`config.mk`:
```
export PLATFORM = sky130hd
export DESIGN_NAME = decode_stage
export DESIGN_NICKNAME = d
export VERILOG_FILES = /design/src/rtl/decode_stage.sv
export SDC_FILE = /design/constraint.sdc
export NUM_CORES = 2
export LEC_CHECK = 0
export CORE_ASPECT_RATIO = 1.25
export CORE_MARGIN = 5
export CORE_UTILIZATION = 40
export CTS_CLUSTER_SIZE = 10
export DETAILED_ROUTE_END_ITERATION = 8
export GPL_TIMING_DRIVEN = 0
export REMOVE_ABC_BUFFERS = 1
export SYNTH_ARGS = -nofsm -noshare
export SYNTH_HDL_FRONTEND = slang
export SYNTH_SLANG_ARGS = --single-unit
```
`constraint.sdc`:
```
create_clock -name clk -period 3.05 [get_ports clk]
set_clock_uncertainty 0.05 [all_clocks]
set_input_delay 0.61 -clock clk [delete_from_list [all_inputs] [get_ports clk]]
set_output_delay 0.61 -clock clk [all_outputs]
set_load 0.005 [all_outputs]
```
`src/rtl/decode_stage.sv`:
```
// RV32 decode/issue stage: takes fetched instructions over valid/ready, reads the
// 32x32 register file with writeback bypass, and registers one ALU issue packet.
module decode_stage #(
    parameter int XLEN  = 32,
    parameter int NREGS = 32
) (
    input  logic            clk,
    input  logic            reset_n,
    input  logic            if_valid,
    output logic            if_ready,
    input  logic [31:0]     if_instr,
    input  logic [31:0]     if_pc,
    input  logic            flush,
    input  logic            wb_we,
    input  logic [4:0]      wb_rd,
    input  logic [XLEN-1:0] wb_data,
    input  logic            ex_ready,
    output logic            ex_valid,
    output logic [6:0]      ex_opcode,
    output logic [2:0]      ex_funct3,
    output logic [6:0]      ex_funct7,
    output logic [XLEN-1:0] ex_operand1,
    output logic [XLEN-1:0] ex_operand2,
    output logic [XLEN-1:0] ex_immediate,
    output logic [31:0]     ex_pc,
    output logic [4:0]      ex_rd,
    output logic            ex_reg_write,
    output logic            ex_mem_read,
    output logic            ex_mem_write
);

    localparam logic [6:0] OP_REG    = 7'b0110011;
    localparam logic [6:0] OP_IMM    = 7'b0010011;
    localparam logic [6:0] OP_LOAD   = 7'b0000011;
    localparam logic [6:0] OP_STORE  = 7'b0100011;
    localparam logic [6:0] OP_BRANCH = 7'b1100011;
    localparam logic [6:0] OP_LUI    = 7'b0110111;
    localparam logic [6:0] OP_AUIPC  = 7'b0010111;
    localparam logic [6:0] OP_JAL    = 7'b1101111;
    localparam logic [6:0] OP_SYSTEM = 7'b1110011;

    logic [XLEN-1:0] regs [NREGS];

    logic [6:0]      opcode;
    logic [2:0]      funct3;
    logic [6:0]      funct7;
    logic [4:0]      rs1, rs2, rd;
    logic            uses_rs1, uses_rs2;
    logic [XLEN-1:0] rs1_val, rs2_val;
    logic [XLEN-1:0] imm, operand1, operand2;
    logic            reg_write, mem_read, mem_write;
    logic            hazard, transfer;

    assign opcode = if_instr[6:0];
    assign funct3 = if_instr[14:12];
    assign funct7 = if_instr[31:25];
    assign rs1    = if_instr[19:15];
    assign rs2    = if_instr[24:20];
    assign rd     = if_instr[11:7];

    // NOTE: every signal written in always_comb gets a default first, so no latch is inferred.
    always_comb begin
        uses_rs1  = 1'b0;
        uses_rs2  = 1'b0;
        imm       = '0;
        reg_write = 1'b0;
        mem_read  = 1'b0;
        mem_write = 1'b0;
        case (opcode)
            OP_REG: begin
                uses_rs1  = 1'b1;
                uses_rs2  = 1'b1;
                reg_write = 1'b1;
            end
            OP_IMM: begin
                uses_rs1  = 1'b1;
                imm       = {{20{if_instr[31]}}, if_instr[31:20]};
                reg_write = 1'b1;
            end
            OP_LOAD: begin
                uses_rs1  = 1'b1;
                imm       = {{20{if_instr[31]}}, if_instr[31:20]};
                reg_write = 1'b1;
                mem_read  = 1'b1;
            end
            OP_SYSTEM: begin
                uses_rs1  = 1'b1;
                imm       = {{20{if_instr[31]}}, if_instr[31:20]};
                reg_write = (funct3 == 3'b001);
            end
            OP_STORE: begin
                uses_rs1  = 1'b1;
                uses_rs2  = 1'b1;
                imm       = {{20{if_instr[31]}}, if_instr[31:25], if_instr[11:7]};
                mem_write = 1'b1;
            end
            OP_BRANCH: begin
                uses_rs1 = 1'b1;
                uses_rs2 = 1'b1;
                imm      = {{19{if_instr[31]}}, if_instr[31], if_instr[7],
                            if_instr[30:25], if_instr[11:8], 1'b0};
            end
            OP_LUI, OP_AUIPC: begin
                imm       = {if_instr[31:12], 12'b0};
                reg_write = 1'b1;
            end
            OP_JAL: begin
                imm       = {{11{if_instr[31]}}, if_instr[31], if_instr[19:12],
                             if_instr[20], if_instr[30:21], 1'b0};
                reg_write = 1'b1;
            end
            default: ;
        endcase
        if (rd == 5'd0) reg_write = 1'b0;
    end

    // Writeback is forwarded so an instruction decoded alongside its producer's write sees the new value.
    always_comb begin
        rs1_val = '0;
        rs2_val = '0;
        if (rs1 != 5'd0) rs1_val = (wb_we && wb_rd == rs1) ? wb_data : regs[rs1];
        if (rs2 != 5'd0) rs2_val = (wb_we && wb_rd == rs2) ? wb_data : regs[rs2];
    end

    always_comb begin
        operand1 = uses_rs1 ? rs1_val : '0;
        operand2 = '0;
        if (opcode == OP_IMM && (funct3 == 3'b001 || funct3 == 3'b101))
            operand2 = {{(XLEN-5){1'b0}}, if_instr[24:20]};
        else if (uses_rs2)
            operand2 = rs2_val;
    end

    assign hazard = ex_valid && ex_mem_read && (ex_rd != 5'd0) && if_valid &&
                    ((uses_rs1 && rs1 == ex_rd) || (uses_rs2 && rs2 == ex_rd));

    assign if_ready = !flush && !hazard && (!ex_valid || ex_ready);
    assign transfer = if_valid && if_ready;

    // NOTE: sequential state uses non-blocking assignments only, so every flop samples pre-edge values.
    always_ff @(posedge clk or negedge reset_n) begin
        if (!reset_n) begin
            ex_valid     <= 1'b0;
            ex_opcode    <= '0;
            ex_funct3    <= '0;
            ex_funct7    <= '0;
            ex_operand1  <= '0;
            ex_operand2  <= '0;
            ex_immediate <= '0;
            ex_pc        <= '0;
            ex_rd        <= '0;
            ex_reg_write <= 1'b0;
            ex_mem_read  <= 1'b0;
            ex_mem_write <= 1'b0;
        end else if (flush) begin
            ex_valid <= 1'b0;
        end else if (transfer) begin
            ex_valid     <= 1'b1;
            ex_opcode    <= opcode;
            ex_funct3    <= funct3;
            ex_funct7    <= funct7;
            ex_operand1  <= operand1;
            ex_operand2  <= operand2;
            ex_immediate <= imm;
            ex_pc        <= if_pc;
            ex_rd        <= rd;
            ex_reg_write <= reg_write;
            ex_mem_read  <= mem_read;
            ex_mem_write <= mem_write;
        end else if (ex_valid && ex_ready) begin
            ex_valid <= 1'b0;
        end
    end

    // NOTE: the register file is cleared by reset, so it maps to flops rather than a RAM macro.
    always_ff @(posedge clk or negedge reset_n) begin
        if (!reset_n) begin
            for (int i = 0; i < NREGS; i++) regs[i] <= '0;
        end else if (wb_we && wb_rd != 5'd0) begin
            regs[wb_rd] <= wb_data;
        end
    end

endmodule
```
==> results.yml <==
status:
  outcome: "finished with violations"
  violations: "setup timing"
setup_path:
  cell_by_cell_trace_of_the_critical_path: "buf_4 -> or4_1 -> nor2_4 -> a211o_4 -> nand3_4 -> mux2_2"
  critPathMaxStageDelay_ns: 0.69
  critPathLaunch: "ex_rd[4]"
  critical_path_peak_fanout: 47
  crit_required_ns: 3.64
  critical_path_slowest_stage_cell: "nand3_4"
  ff2ff_path_depth: 6
  critPathKind: "flop to flop"
  crit-reg2reg-launch: "ex_rd[4]"
  worst-r2r-setup-slack_ns: -0.24
  cp.arrival_ns: 3.88
  r2r-end: "ex_pc[31]"
  type_of_element_launching_the_critical_path: "flop"
  endpoint_class_of_the_critical_path: "flop"
routing:
  dr.first_iter.drc_count: 4330
  dr_wl_met2_um: 98300
  detail_route.wirelength_um: 213000
  route.layer.met1.wl_um: 84200
  highest-signal-layer: "met5"
  dr.pass1.iters: 5
  route.detailed.wl_per_inst_um: 32.2
  drcViolationCount: 0
  routed-via-count: 42000
  met3RoutedLength_um: 20200
  antenna_left: 0
  vias_per_cell: 6.36
cts:
  ctsLongestPathBuffers: 3
  cts_tree: "yes"
  tritoncts.num_buffers: 136
  htree_levels: 4
  cts.root.buffer_cell: "clkbuf_16"
  insertion_delay_ns: 0.76
  clock_sink_count: 1178
  clk_pin_slew_worst_paths_ns: 0.05
floorplan:
  io_pins: 262
  design.die.area_um2: 158000
  floorplan.core_area_um2: 150000
  std_cell_rows: 159
  dieHeight_um: 443
  start_util_pct: 40.1
  chipWidth_um: 357
power:
  p_int_mw: 31.8
  pwr-share-comb_pct: 19.7
  clkPwrFrac_pct: 33.8
  p_sw_share_pct: 27.4
  share_seq_of_total_power_pct: 46.5
  power-per-cell-area_nw_per_um2: 617
  switching_power_mw: 12.0
  leakagePower_nw: 29.9
  vdd.ir_drop.worst_v: 0.000609
global_route:
  groute.usage.overall_pct: 26.7
  grt_remaining_overflow: 0
  grt_pass1_vias: 43300
  grt_start_max_net_pins: 157
  grt_first_pass_wirelength_um: 310000
  grt_antenna_before_repair: 10
timing:
  final.setup.tns_ns: -4.56
  hold_viol: 0
  max_slew_margin_pct: 9.52
  final.period_utilization_pct: 108
  finalCriticalPeriod_ns: 3.29
  timing_max_transition_violations_final: 0
  tightest_slew_ns: 1.34
  final_setup_fails: 60
  fin_ws_ns: -0.241
  max_freq_mhz: 304
  rsz0062_at_grt: "yes"
  hold_ws_ns: 0.122
synthesis:
  synth-edff-count: 0
  syn_inst: 4505
  synth-main-ff-cell: "dfrtp_1"
  ys_seq_elements: 1178
  netlist_area_um2: 60100
  post_synth_num_cell_types: 53
  synth-warning-count: 0
  yosysSeqAreaShare_pct: 49.0
  asyncSetResetFlopFracSynth_pct: 100
  avgSynthCellArea_um2: 13.3
cells_and_area:
  mostFrequentLayoutCells: "dfrtp_1 (1173), mux2_2 (716), o21ai_0 (537)"
  synth_to_final_area_change_pct: 17.9
  layout_commonest_cell: "dfrtp_1"
  post_route_cells_drive_above_1_share_pct: 34.7
  fin_nets: 4683
worst_hold_path:
  min_path_type: "input pin to flop"
  hold-path-endpoint: "ex_opcode[1]"
  hold_path_depth: 2
  holdCritStartpoint: "if_instr[1]"
place:
  post-dp-hpwl_um: 121000
  placement.io_buffers: 261
  finalWeightedCongestion: 0.763
flow_run:
  max_cap_violations: 0
worst max-delay path by stage:
| stage | to | slack [ns] | cells past startpoint |
|---|---|---|---|
| after floorplan | ex_operand1[0] | -4.36 | 6 |
| after global placement | regs[247] | -53.68 | 1 |
| after detailed placement | ex_funct7[5] | -2.49 | 7 |
| after CTS | if_ready | -0.26 | 7 |
| after global routing | if_ready | -0.29 | 7 |
| final | ex_pc[31] | -0.24 | 6 |
critical path, delay by kind of cell (launching register included):
kind	cells	cell delay (ns)
muxes	1	0.51
AOI/OAI and AO/OA	1	0.61
and+or+nand+nor	3	1.41
buffers and inverters	1	0.16
DFF	1	0.42
cell type report:
type,instances,area [um2]
diodes,5,12.5
well taps,2012,2520
fillers,13000,79000
multi-input cells,2822,29100
clock buffers,151,3650
inverters,33,124
clock inverters,8,85.1
flip-flops and latches,1178,29500
repair buffers,405,5860
timing repair:
| item | in CTS | in global routing |
|---|---|---|
| cloned | 16 | 0 |
| hold endpoints to repair | 40 | 47 |
| hold buffers | 8 | 4 |
| resized for setup | 49 | 10 |
| buffers inserted | 17 | 7 |
| pin swaps | 15 | 11 |
| setup endpoints to repair | 224 | 155 |
per-stage QoR:
step	total power, mW	worst slack [ns]	instance area, um2	util (%)	std cells
floorplan	25.5	-4.36	58200	-	4029
global placement	29.6	-53.68	63300	42.3	6302
detailed placement	28.9	-2.49	66000	44.1	6397
CTS	43.9	-0.264	70600	47.1	6597
global route	45.6	-0.286	70800	47.3	6610
finish	43.7	-0.241	70800	47.3	6614
registers in the layout, indices dropped and copies added, names as in the netlist, 3 cells and up:
register      count
ex_opcode         7
ex_funct3         3
ex_operand2      32
regs           1024
ex_funct7         7
ex_immediate     32
ex_pc            32
ex_operand1      32
ex_rd             5
power groups by stage:
| stage | Sequential, mW | Combinational (mW) | Clock (mW) |
|---|---|---|---|
| after CTS | 20.2 | 8.62 | 15.0 |
| final | 20.3 | 8.63 | 14.8 |
| after global placement | 20.5 | 9.11 | 0 |
| after detailed placement | 20.5 | 8.37 | 0 |
| after floorplan | 19.8 | 5.62 | 0 |
| after global routing | 20.6 | 9.33 | 15.6 |
logic make-up after synthesis:
| kind of cell | Yosys count | share of synthesized area [%] |
|---|---|---|
| compound gates | 796 | 7.67 |
| flops | 1178 | 49.0 |
| buf+inv | 509 | 3.37 |
| simple gates | 586 | 4.18 |
| xor+xnor | 20 | 0.291 |
| mux | 1416 | 35.4 |
routing by layer:
metal | up-vias | GRT usage, %
li1 | 17100 | -
met1 | 22400 | 35.3
met2 | 2060 | 41.4
met3 | 523 | 7.50
met4 | 8 | 11.9
met5 | - | 0
synth_stat cells, types with 5 or more instances:
| cell | count | share of area, % |
|---|---|---|
| nand2_1 | 450 | 2.8 |
| nor3_1 | 7 | 0.058 |
| o211ai_1 | 33 | 0.41 |
| mux2_2 | 716 | 13 |
| o2111ai_1 | 5 | 0.073 |
| xnor2_1 | 8 | 0.12 |
| buf_1 | 73 | 0.46 |
| a21oi_1 | 28 | 0.23 |
| clkbuf_1 | 355 | 2.2 |
| mux4_2 | 494 | 19 |
| o221ai_1 | 32 | 0.47 |
| xor2_1 | 12 | 0.17 |
| mux2_1 | 39 | 0.73 |
| nor2b_1 | 7 | 0.073 |
| o21ai_0 | 541 | 4.5 |
| o22ai_1 | 60 | 0.62 |
| a22oi_1 | 25 | 0.31 |
| buf_2 | 42 | 0.35 |
| nor2_1 | 33 | 0.21 |
| nor3b_1 | 7 | 0.087 |
| mux2i_1 | 167 | 2.8 |
| a221oi_1 | 57 | 0.83 |
| dfrtp_1 | 1178 | 49 |
| a211oi_1 | 7 | 0.087 |
| nand2b_1 | 6 | 0.062 |
| buf_8 | 5 | 0.12 |
| nand3_1 | 6 | 0.050 |
| inv_1 | 33 | 0.21 |
| nand4_1 | 40 | 0.42 |
No activity file was read; power rests on OpenSTA's default activity.
